===== config.mk =====
export PLATFORM = sky130hd
export DESIGN_NAME = btb_predictor
export DESIGN_NICKNAME = d
export VERILOG_FILES = /design/src/rtl/btb_predictor.sv
export SDC_FILE = /design/constraint.sdc
export NUM_CORES = 1
export LEC_CHECK = 0
export CORE_MARGIN = 2
export CORE_UTILIZATION = 35
export DETAILED_ROUTE_END_ITERATION = 10
export SLEW_MARGIN = 25
export SYNTH_ARGS = -nofsm -noshare
export SYNTH_HDL_FRONTEND = slang
export SYNTH_SLANG_ARGS = --single-unit

===== constraint.sdc =====
create_clock -name clk -period 5.8 [get_ports clk]
set_input_delay 1.16 -clock clk [delete_from_list [all_inputs] [get_ports clk]]
set_output_delay 1.16 -clock clk [all_outputs]
set_load 0.05 [all_outputs]

===== src/rtl/btb_predictor.sv =====
// btb_predictor: direct-mapped branch target buffer with combinational lookup,
// one resolved-branch update per cycle, mispredict detection and saturating
// statistics counters.
// Optional feature macro: BTB_COUNTER_EN
//   defined   -> per-entry 2-bit saturating direction counters
//   undefined -> hit implies taken; a not-taken update on a hit invalidates the entry
module btb_predictor #(
  parameter int unsigned WORD     = 16,
  parameter int unsigned IDX_BITS = 3,
  parameter int unsigned TAG_BITS = 8
) (
  input  logic            clk,
  input  logic            reset_n,
  input  logic [WORD-1:0] pred_pc,
  output logic            pred_hit,
  output logic            pred_taken,
  output logic [WORD-1:0] pred_next_pc,
  input  logic            upd_valid,
  input  logic [WORD-1:0] upd_pc,
  input  logic            upd_taken,
  input  logic [WORD-1:0] upd_target,
  input  logic            upd_pred_taken,
  input  logic [WORD-1:0] upd_pred_next_pc,
  output logic            mispredict,
  output logic [WORD-1:0] correct_pc,
  output logic [WORD-1:0] upd_count,
  output logic [WORD-1:0] mispred_count
);

  localparam int unsigned ENTRIES = 1 << IDX_BITS;
  localparam int unsigned TAG_LSB = IDX_BITS;
  localparam int unsigned TAG_MSB = IDX_BITS + TAG_BITS - 1;

  // Index and tag must both fit inside the PC.
  generate
    if (IDX_BITS + TAG_BITS > WORD) begin : g_bad_cfg
      $error("btb_predictor: IDX_BITS + TAG_BITS must not exceed WORD");
    end
  endgenerate

  // Table state, all flops.
  logic [ENTRIES-1:0]               valid_q,  valid_d;
  logic [ENTRIES-1:0][TAG_BITS-1:0] tag_q,    tag_d;
  logic [ENTRIES-1:0][WORD-1:0]     target_q, target_d;
`ifdef BTB_COUNTER_EN
  logic [ENTRIES-1:0][1:0]          ctr_q,    ctr_d;
`endif

  // Statistics.
  logic [WORD-1:0] upd_count_q, upd_count_d;
  logic [WORD-1:0] mispred_count_q, mispred_count_d;

  // Lookup and update decode.
  logic [IDX_BITS-1:0] lk_idx;
  logic [TAG_BITS-1:0] lk_tag;
  logic [IDX_BITS-1:0] up_idx;
  logic [TAG_BITS-1:0] up_tag;
  logic                up_hit;
  logic [WORD-1:0]     actual_next_pc;

  // The carried direction is implied by the carried next PC, so it is not consulted.
  logic unused_pred_taken;
  assign unused_pred_taken = upd_pred_taken;

  // Combinational IF-stage lookup from current table contents (read-before-write).
  always_comb begin
    lk_idx       = pred_pc[IDX_BITS-1:0];
    lk_tag       = pred_pc[TAG_MSB:TAG_LSB];
    pred_hit     = valid_q[lk_idx] && (tag_q[lk_idx] == lk_tag);
`ifdef BTB_COUNTER_EN
    pred_taken   = pred_hit && ctr_q[lk_idx][1];
`else
    pred_taken   = pred_hit;
`endif
    pred_next_pc = pred_taken ? target_q[lk_idx] : WORD'(pred_pc + WORD'(1));
  end

  // Resolved outcome versus carried prediction; redirect target always driven.
  always_comb begin
    actual_next_pc = upd_taken ? upd_target : WORD'(upd_pc + WORD'(1));
    correct_pc     = actual_next_pc;
    mispredict     = upd_valid && (actual_next_pc != upd_pred_next_pc);
  end

  // Next-state for table entries from the ID-stage update.
  always_comb begin
    valid_d  = valid_q;
    tag_d    = tag_q;
    target_d = target_q;
`ifdef BTB_COUNTER_EN
    ctr_d    = ctr_q;
`endif
    up_idx   = upd_pc[IDX_BITS-1:0];
    up_tag   = upd_pc[TAG_MSB:TAG_LSB];
    up_hit   = valid_q[up_idx] && (tag_q[up_idx] == up_tag);
    if (upd_valid) begin
`ifdef BTB_COUNTER_EN
      if (up_hit && upd_taken) begin
        if (ctr_q[up_idx] != 2'b11) ctr_d[up_idx] = 2'(ctr_q[up_idx] + 2'd1);
        target_d[up_idx] = upd_target;
      end else if (up_hit) begin
        if (ctr_q[up_idx] != 2'b00) ctr_d[up_idx] = 2'(ctr_q[up_idx] - 2'd1);
      end else if (upd_taken) begin
        valid_d[up_idx]  = 1'b1;
        tag_d[up_idx]    = up_tag;
        target_d[up_idx] = upd_target;
        ctr_d[up_idx]    = 2'b10;
      end
`else
      if (upd_taken) begin
        valid_d[up_idx]  = 1'b1;
        tag_d[up_idx]    = up_tag;
        target_d[up_idx] = upd_target;
      end else if (up_hit) begin
        valid_d[up_idx]  = 1'b0;
      end
`endif
    end
  end

  // Saturating statistics counters.
  always_comb begin
    upd_count_d     = upd_count_q;
    mispred_count_d = mispred_count_q;
    if (upd_valid && (upd_count_q != '1)) upd_count_d = WORD'(upd_count_q + WORD'(1));
    if (mispredict && (mispred_count_q != '1)) mispred_count_d = WORD'(mispred_count_q + WORD'(1));
  end

  // State registers; reset clears the whole table in one cycle and drops any update.
  always_ff @(posedge clk) begin
    if (!reset_n) begin
      valid_q         <= '0;
      tag_q           <= '0;
      target_q        <= '0;
`ifdef BTB_COUNTER_EN
      ctr_q           <= {ENTRIES{2'b01}};
`endif
      upd_count_q     <= '0;
      mispred_count_q <= '0;
    end else begin
      valid_q         <= valid_d;
      tag_q           <= tag_d;
      target_q        <= target_d;
`ifdef BTB_COUNTER_EN
      ctr_q           <= ctr_d;
`endif
      upd_count_q     <= upd_count_d;
      mispred_count_q <= mispred_count_d;
    end
  end

  assign upd_count     = upd_count_q;
  assign mispred_count = mispred_count_q;

endmodule

==> flow_summary.yaml <==
floorplanning:
  die_w_um: 192
  dieArea_um2: 36700
  floorplan.initialDensity_pct: 35.6
  num_rows: 68
  core-area_um2: 34600
  die_h_um: 192
  io-pin-count: 136
critical_path:
  start_kind: "input port"
  path_cells: "clkdlybuf4s50_1, inv_1, o211a_1, a2111oi_0, o2111ai_1, nor4_2, nand2b_1, inv_1, buf_4"
  crit_family: "buffers and inverters"
  critPathRequiredTime_ns: 4.64
  slowest_delay_ns: 0.77
  cp-startpoint: "upd_taken"
  regToRegStartpoint: "tag_q[8]"
  arrival_ns: 4.05
  path_common_cell: "inv_1"
  r2r_setup_slack_ns: 3.38
  worstPathMaxFanout: 14
  crit_slowest_cell: "clkdlybuf4s50_1"
  cp-end-kind: "output pin"
  cp_num_buf_inv: 4
  rr_worst_depth: 8
  path_depth: 9
  critPathKind: "input port to output pin"
  endpoint: "mispredict"
clock_network:
  clock_latency_ns: 0.55
  numClockSinks: 232
  cts_buffer_depth: 3
  htreeDepth: 1
  post_cts_resized: 0
  cts_setup_buffers: 0
  cts.reportedPaths.clkPinSlew_ns: 0.06
  numCtsBuffers: 26
  cts_tree: "built"
  cts_hold_buf: 0
  cts_root_buf: "clkbuf_16"
timing:
  drv_slew: 0
  fmax_mhz: 192
  hold_viol_final: 0
  fin_crit_ns: 5.21
  fin_hold_ws_ns: 0.453
  tightest_slew_ns: 0.885
  rsz0062_at_grt: "false"
  relSlewSlack_pct: 40.8
  setup_viol: 0
  fin_skew_ns: 0.0258
  fin_crit_sh_pct: 89.9
  totalNegativeSetupSlack_ns: 0
global_route:
  antenna_found_initial: 0
  grt_max_degree: 144
  grt_overflow: 0
  grt_pass1_vias: 11000
  grt_use_total_pct: 22.3
  grt_pass1_wl_mm: 63.7
yosys:
  post_synth_num_cell_types: 70
  synthFlopType: "dfxtp_1"
  synth_edf_count: 0
  syn_nets: 1597
  synth.largest_area_cell: "dfxtp_1"
  synthTopCellsByArea: "dfxtp_1 38%, nand2_1 14%, mux4_2 9.9%"
  ys_seq_area_share_pct: 37.7
  async_flop_share_pct: 0
  synth_area_um2: 12300
  ys_seq_elements: 232
  yosysWarnings: 0
  synth.avg_cell_area_um2: 8.08
  syn_inst: 1524
  synth_top_area_share_pct: 37.7
drt:
  drt_wl_total_mm: 41.1
  vias: 11400
  wl_per_cell_um: 19.9
  drc: 0
  drtAntennaViolNets: 0
  vias_per_cell: 5.50
  drtPass1Iterations: 5
  dr.first_iter.drc_count: 1099
finish:
  drive_gt1_share_pct: 13.1
  nNetsFinal: 1673
  antenna_cells: 0
  design_area_um2: 15000
  syn_to_final_growth_pct: 21.6
  mostFrequentLayoutCell: "nand2_1"
  final_cell_mix: "452 x nand2_1, 232 x dfxtp_1, 219 x a21oi_1, 100 x clkdlybuf4s50_1, 70 x buf_4"
placement:
  portBuffers: 134
  dpl.hpwl_mm: 27.6
  gp_congestion: 0.876
  placed_cell_area_um2: 14200
pwr:
  p_per_area_nw_per_um2: 248
  leakage_nw: 5.05
  peakVddDrop_mv: 0.203
job:
  maxCapViolCount: 0
min_path:
  min_path_type: "flip-flop to flip-flop"
run_status:
  outcome: "completed"
kinds of logic after synthesis:
| group | after synthesis | synth area share (%) |
|---|---|---|
| adders and majority gates | 4 | 0.406 |
| xor gates and xnor gates | 67 | 4.77 |
| DFF | 232 | 37.7 |
| buffers and inverters | 157 | 5.36 |
| AOI/OAI and AO/OA | 323 | 15.4 |
| muxes | 92 | 13.1 |
| and+or+nand+nor | 649 | 23.2 |
metal layers:
| layer | share of wire [%] | wire [um] | global-route usage (%) | vias up |
|---|---|---|---|---|
| met5 | 0 | 0 | 0 | - |
| met4 | 3.0 | 1230 | 7.10 | 0 |
| met3 | 9.0 | 3720 | 4.49 | 85 |
| met2 | 45 | 18600 | 35.1 | 521 |
| met1 | 43 | 17600 | 30.6 | 5366 |
| li1 | - | - | - | 5414 |
worst min-delay path by stage:
stage / slack, ns / cells past startpoint / start / to
finish: 0.45 / 2 / target_q[48] / target_q[48]
global placement: 0.44 / 2 / target_q[65] / target_q[65]
floorplan: 0.43 / 2 / target_q[100] / target_q[100]
global route: 0.47 / 2 / target_q[92] / target_q[92]
CTS: 0.45 / 2 / target_q[43] / target_q[43]
detailed placement: 0.45 / 2 / target_q[43] / target_q[43]
flip-flops by register name (all words and copies together) (netlist names), named ones only:
register and count:
upd_count 16, mispred_count 16, tag_q 64, target_q 128
power by group:
part	internal [W]	switching, W	total, W
registers	0.00161	0.0000141	0.00163
logic	0.000193	0.000318	0.000510
clock network	0.000910	0.000669	0.00158
cells in the mapped netlist, drive strengths merged, types with 12 or more instances:
library cell and n:
and2 12, mux2i 31, nor3 15, nor2b 18
o21ai 26, nor2 36, buf 38, nand2 453
xor2 30, inv 16, mux4 54, clkbuf 103
nand3 38, xnor2 37, dfxtp 232, a21oi 219
nand4 17
worst reg2reg max path: stages, from the launching register on:
cell and delay, ns:
dfxtp_1 0.32, mux2_1 0.30, a221o_1 0.30, a222oi_1 0.35
xor2_1 0.18, nand2_1 0.10, nor4_2 0.17, nand4_2 0.27
o221a_2 0.33
metrics by stage:
step | utilization (%) | setup WS (ns) | cells | total power [W]
2_1_floorplan | - | 0.487 | 1524 | 0.00196
3_3_place_gp | 40.9 | 0.524 | 2027 | 0.00217
3_5_place_dp | 40.9 | 0.522 | 2027 | 0.00217
4_1_cts | 43.2 | 0.516 | 2071 | 0.00374
5_1_grt | 43.3 | 0.318 | 2071 | 0.00384
6_report | 43.3 | 0.587 | 2071 | 0.00372
final cells by class:
class | instances | area (um2)
clock inverters | 5 | 38.8
clock buffers | 39 | 769
multi-input cells | 1135 | 7010
repair buffers | 189 | 1880
fillers | 3459 | 19700
flip-flops and latches | 232 | 4640
well taps | 455 | 569
inverters | 16 | 67.6
Note: power is estimated with default switching activity, not from simulation.
